File: config.mk
export PLATFORM = sky130hd
export DESIGN_NAME = pc_ras_unit
export DESIGN_NICKNAME = d
export VERILOG_FILES = /design/src/rtl/pc_ras_unit_pkg.sv /design/src/rtl/pc_ras_unit_ras_stack.sv /design/src/rtl/pc_ras_unit.sv
export SDC_FILE = /design/constraint.sdc
export NUM_CORES = 1
export LEC_CHECK = 0
export BUFFER_PORTS_ARGS = -buffer_cell sky130_fd_sc_hd__clkbuf_2
export CAP_MARGIN = 40
export CELL_PAD_IN_SITES_DETAIL_PLACEMENT = 2
export CELL_PAD_IN_SITES_GLOBAL_PLACEMENT = 2
export CORE_MARGIN = 10
export CORE_UTILIZATION = 39
export CTS_BUF_LIST = sky130_fd_sc_hd__clkbuf_2
export DETAILED_ROUTE_END_ITERATION = 6
export PLACE_DENSITY_LB_ADDON = 0.1
export SETUP_SLACK_MARGIN = 0.15
export SLEW_MARGIN = 10
export SYNTH_ARGS = -nofsm -noshare
export SYNTH_HDL_FRONTEND = slang
export SYNTH_HIERARCHICAL = 1
export SYNTH_SLANG_ARGS = --single-unit
File: constraint.sdc
create_clock -name clk -period 5.44 [get_ports clk]
set_clock_uncertainty 0.1 [all_clocks]
set_input_delay 1.088 -clock clk [delete_from_list [all_inputs] [get_ports clk]]
set_output_delay 1.088 -clock clk [all_outputs]
set_load 0.03 [all_outputs]
File: src/rtl/pc_ras_unit_pkg.sv
// ============================================================================
// Module   : pc_pkg
// Purpose  : Shared constants, next-PC select codes and the alignment helper.
// Revision : 1.0 - initial release
// ============================================================================
`default_nettype none

package pc_pkg;

   localparam int PC_INC   = 4;
   localparam int PC_MAX_W = 64;

   localparam logic [2:0] SEL_EXC  = 3'd0;
   localparam logic [2:0] SEL_HOLD = 3'd1;
   localparam logic [2:0] SEL_RET  = 3'd2;
   localparam logic [2:0] SEL_JR   = 3'd3;
   localparam logic [2:0] SEL_JMP  = 3'd4;
   localparam logic [2:0] SEL_BR   = 3'd5;
   localparam logic [2:0] SEL_SEQ  = 3'd6;

   // Callers widen to PC_MAX_W and narrow the result back to their own width.
   function automatic logic [PC_MAX_W-1:0] align4(input logic [PC_MAX_W-1:0] a);
      return a & ~PC_MAX_W'(3);
   endfunction

endpackage

`default_nettype wire

File: src/rtl/pc_ras_unit_ras_stack.sv
// ============================================================================
// Module   : ras_stack
// Purpose  : Circular return-address stack; a full push drops the oldest entry.
// Revision : 1.0 - initial release
// ============================================================================
`default_nettype none

module ras_stack #(
   parameter int W         = 10,
   parameter int RAS_DEPTH = 4
) (
   input  logic         clk,
   input  logic         rst,
   input  logic         push,
   input  logic         pop,
   input  logic [W-1:0] push_data,
   output logic [W-1:0] top,
   output logic         empty,
   output logic         full,
   output logic         ovf_pulse,
   output logic         unf_pulse
);

   localparam int c_ptr_w = $clog2(RAS_DEPTH);
   localparam int c_cnt_w = c_ptr_w + 1;

   logic [W-1:0]       r_mem [RAS_DEPTH];
   logic [c_ptr_w-1:0] r_ptr;
   logic [c_cnt_w-1:0] r_cnt;
   logic [c_ptr_w-1:0] w_ptr_inc;
   logic               w_do_push;
   logic               w_do_repl;
   logic               w_do_pop;

   assign empty     = (r_cnt == '0);
   assign full      = (r_cnt == c_cnt_w'(RAS_DEPTH));
   assign top       = r_mem[r_ptr];
   assign w_ptr_inc = r_ptr + c_ptr_w'(1);

   // A pop against an empty stack degrades a replace into a plain push.
   assign w_do_push = push & (~pop | empty);
   assign w_do_repl = push & pop & ~empty;
   assign w_do_pop  = ~push & pop & ~empty;

   assign ovf_pulse = w_do_push & full;
   assign unf_pulse = pop & empty;

   always_ff @(posedge clk) begin
      if (rst) begin
         r_ptr <= '0;
         r_cnt <= '0;
      end else if (w_do_push) begin
         r_ptr <= w_ptr_inc;
         if (!full)
            r_cnt <= r_cnt + c_cnt_w'(1);
      end else if (w_do_pop) begin
         r_ptr <= r_ptr - c_ptr_w'(1);
         r_cnt <= r_cnt - c_cnt_w'(1);
      end
   end

   always_ff @(posedge clk) begin
      if (!rst) begin
         if (w_do_push)
            r_mem[w_ptr_inc] <= push_data;
         else if (w_do_repl)
            r_mem[r_ptr] <= push_data;
      end
   end

endmodule

`default_nettype wire

File: src/rtl/pc_ras_unit.sv
// ============================================================================
// Module   : pc_ras_unit
// Purpose  : Fetch-stage next-PC generator with exception vector and RAS.
// Revision : 1.0 - initial release
// ============================================================================
`default_nettype none

module pc_ras_unit
   import pc_pkg::*;
#(
   parameter int           W         = 10,
   parameter int           RAS_DEPTH = 4,
   parameter logic [W-1:0] EXC_VEC   = W'(10'h3F0)
) (
   input  logic         clk,
   input  logic         rst,
   input  logic [W-1:0] init_pc,
   input  logic         stall,
   input  logic         exc,
   input  logic         branch,
   input  logic         branch_ne,
   input  logic         zero,
   input  logic [W-1:0] offset,
   input  logic         jump,
   input  logic         jal,
   input  logic [W-1:0] j_address,
   input  logic         jr,
   input  logic         ret,
   input  logic [W-1:0] reg_target,
   output logic [W-1:0] pc,
   output logic [W-1:0] pc_plus4,
   output logic [W-1:0] epc,
   output logic         ras_empty,
   output logic         ras_full,
   output logic         ras_overflow,
   output logic         ras_underflow
);

   localparam logic [W-1:0] c_exc_vec = W'(align4(PC_MAX_W'(EXC_VEC)));

   logic [W-1:0] r_pc;
   logic [W-1:0] r_epc;
   logic         r_ovf;
   logic         r_unf;
   logic [W-1:0] w_pc_plus4;
   logic [W-1:0] w_pc_next;
   logic [2:0]   w_sel;
   logic         w_taken;
   logic         w_ras_act;
   logic         w_push;
   logic         w_pop;
   logic [W-1:0] w_ras_top;
   logic         w_ras_empty;
   logic         w_ras_full;
   logic         w_ovf_pulse;
   logic         w_unf_pulse;

   assign w_pc_plus4 = r_pc + W'(PC_INC);
   assign w_taken    = branch & (zero ^ branch_ne);

   always_comb begin
      w_sel = SEL_SEQ;
      if (exc)               w_sel = SEL_EXC;
      else if (stall)        w_sel = SEL_HOLD;
      else if (ret)          w_sel = SEL_RET;
      else if (jr)           w_sel = SEL_JR;
      else if (jal || jump)  w_sel = SEL_JMP;
      else if (w_taken)      w_sel = SEL_BR;
   end

   always_comb begin
      w_pc_next = w_pc_plus4;
      case (w_sel)
         SEL_EXC:  w_pc_next = c_exc_vec;
         SEL_HOLD: w_pc_next = r_pc;
         SEL_RET:  w_pc_next = w_ras_empty ? W'(align4(PC_MAX_W'(reg_target)))
                                           : W'(align4(PC_MAX_W'(w_ras_top)));
         SEL_JR:   w_pc_next = W'(align4(PC_MAX_W'(reg_target)));
         SEL_JMP:  w_pc_next = W'(align4(PC_MAX_W'(j_address)));
         SEL_BR:   w_pc_next = w_pc_plus4 + offset;
         default:  w_pc_next = w_pc_plus4;
      endcase
   end

   // jal pushes when it wins the mux or rides along with a ret (replace).
   assign w_ras_act = (w_sel != SEL_EXC) && (w_sel != SEL_HOLD);
   assign w_push    = w_ras_act & jal & (ret | ~jr);
   assign w_pop     = w_ras_act & ret;

   ras_stack #(
      .W         (W),
      .RAS_DEPTH (RAS_DEPTH)
   ) u_ras (
      .clk       (clk),
      .rst       (rst),
      .push      (w_push),
      .pop       (w_pop),
      .push_data (w_pc_plus4),
      .top       (w_ras_top),
      .empty     (w_ras_empty),
      .full      (w_ras_full),
      .ovf_pulse (w_ovf_pulse),
      .unf_pulse (w_unf_pulse)
   );

   always_ff @(posedge clk) begin
      if (rst) begin
         r_pc  <= init_pc;
         r_epc <= '0;
         r_ovf <= 1'b0;
         r_unf <= 1'b0;
      end else begin
         r_pc <= w_pc_next;
         if (w_sel == SEL_EXC)
            r_epc <= r_pc;
         if (w_ovf_pulse)
            r_ovf <= 1'b1;
         if (w_unf_pulse)
            r_unf <= 1'b1;
      end
   end

   assign pc            = r_pc;
   assign pc_plus4      = w_pc_plus4;
   assign epc           = r_epc;
   assign ras_empty     = w_ras_empty;
   assign ras_full      = w_ras_full;
   assign ras_overflow  = r_ovf;
   assign ras_underflow = r_unf;

endmodule

`default_nettype wire
==> flow_summary.json <==
{
  "grt_pass1_wl_um": 17600,
  "clkSinkCount": 61,
  "worstRegToRegCells": 9,
  "min_period_over_period_pct": 66.4,
  "grt_max_degree": 38,
  "antenna_found_initial": 1,
  "final_cell_mix": "clkbuf_2, edfxtp_1, nor2_1",
  "rows": 34,
  "p_leak_nw": 1.60,
  "grt.overflow.total": 0,
  "dp_hpwl_um": 8510,
  "netlist_area_um2": 3420,
  "rsz0062_at_grt": "false",
  "cp_max_fo": 7,
  "die_h_um": 114,
  "clk_pin_slew_ns": 0.20,
  "placed_area_um2": 3890,
  "drt_wl_total_um": 11100,
  "htreeDepth": 3,
  "wl_per_cell_um": 22.7,
  "drt_first_pass_iters": 5,
  "ir_drop_mv": 0.141,
  "syn_to_final_growth_pct": 18.1,
  "setup_viol_count_final": 0,
  "port_buffers": 80,
  "cts_buffers": 9,
  "worstSetupEndpointType": "output port",
  "vias": 2789,
  "syn_area_per_cell_um2": 11.6,
  "grt_usage_pct": 17.5,
  "yosysWarningCount": 6,
  "cp.arrival_ns": 2.42,
  "hold_viol": 0,
  "gp_congestion": 0.775,
  "final_common_cell": "clkbuf_2",
  "die_x_um": 114,
  "tns_ns": 0,
  "crit_end": "pc_plus4[7]",
  "r2r-start": "pc[2]",
  "dp_slack_ns": 1.29,
  "startpoint": "pc[4]",
  "cts.path.max_buffers": 2,
  "synth_nets": 360,
  "grt_pass1_vias": 3103,
  "cts_root_buf": "clkbuf_2",
  "post_cts_buffers": 0,
  "viasPerCell": 5.72,
  "cts_tree": "done",
  "status": "finished, final reports clean",
  "drc": 0,
  "period_needed_ns": 3.61,
  "finalMaxSlewViolations": 0,
  "drive_gt1_share_pct": 32.5,
  "max_slew_margin_pct": 40.6,
  "fin_ws_ns": 1.83,
  "tightestPinTransition_ns": 0.884,
  "synth_cells": 296,
  "r2r_slack_ns": 1.96,
  "min_path_type": "reg -> reg",
  "fin_total_pwr_mw": 1.18,
  "detail-route-antenna-nets": 0,
  "holdWs_ns": 0.412,
  "cellPowerDensity_nw_per_um2": 291,
  "postCtsHoldBufs": 0,
  "cp.required_ns": 4.25,
  "start_kind": "flop",
  "worst_r2r_endpoint": "pc[9]",
  "crit_type": "reg -> out",
  "fmax_mhz": 277,
  "cap_violations": 0,
  "ios": 85,
  "drt_iter0_markers": 118,
  "dieArea_um2": 12900,
  "clkLatencyLatePin_ns": 0.51,
  "finalInstanceArea_um2": 4040,
  "coreArea_um2": 8640,
  "cts_resized": 0,
  "start_util_pct": 39.6,
  "nets": 438
}
[state kept, by name, summed over array words and instances, names as in the netlist, named ones only]
signal	cells
u_ras/r_mem	32
epc	10
pc	10
u_ras/r_cnt	3
u_ras/r_ptr	2
ras_overflow	1
ras_underflow	1
[worst min path at each step]
stage,start,end,slack [ns],depth (start not counted)
2_1_floorplan,u_ras/r_cnt[1],u_ras/r_cnt[1],0.44,2
3_3_place_gp,ras_underflow,ras_underflow,0.35,2
3_5_place_dp,ras_underflow,ras_underflow,0.37,2
4_1_cts,ras_underflow,ras_underflow,0.42,2
5_1_grt,ras_underflow,ras_underflow,0.44,2
6_report,ras_underflow,ras_underflow,0.41,2
[stage by stage]
stage / utilization (%) / instances
floorplan: - / 296
detailed placement: 45.0 / 470
global placement: 44.9 / 469
finish: 46.8 / 488
global route: 46.8 / 488
CTS: 46.7 / 486
[routing by layer]
layer | part of all wire, % | vias to the layer above | global-route usage [%]
li1 | - | 1286 | -
met4 | 1.5 | 0 | 5.16
met3 | 5.9 | 12 | 5.35
met5 | 0 | - | 0
met2 | 48 | 88 | 28.4
met1 | 44 | 1403 | 21.9
[layout make-up]
cell class	instances	area, um^2
Fill cell	908	4590
Multi-Input combinational cell	206	1650
Sequential cell	61	1640
Timing Repair Buffer	83	423
Tap cell	108	135
Clock inverter	7	98.8
Inverter	13	48.8
Clock buffer	9	45.0
Antenna cell	1	2.50
[worst max-delay path: stages, from the launching register on]
cell	delay (ns)
edfxtp_1	0.55
and3_4	0.28
nand3_1	0.11
xnor2_1	0.66
clkbuf_2	0.34
[report_power, final]
group          leakage [nW]  switching [mW]  internal [mW]
Combinational         0.970           0.185          0.103
Clock                0.0825           0.188          0.154
Sequential            0.545          0.0245          0.523
Total                  1.60           0.398          0.780
Power figures use the tool's default switching activity.
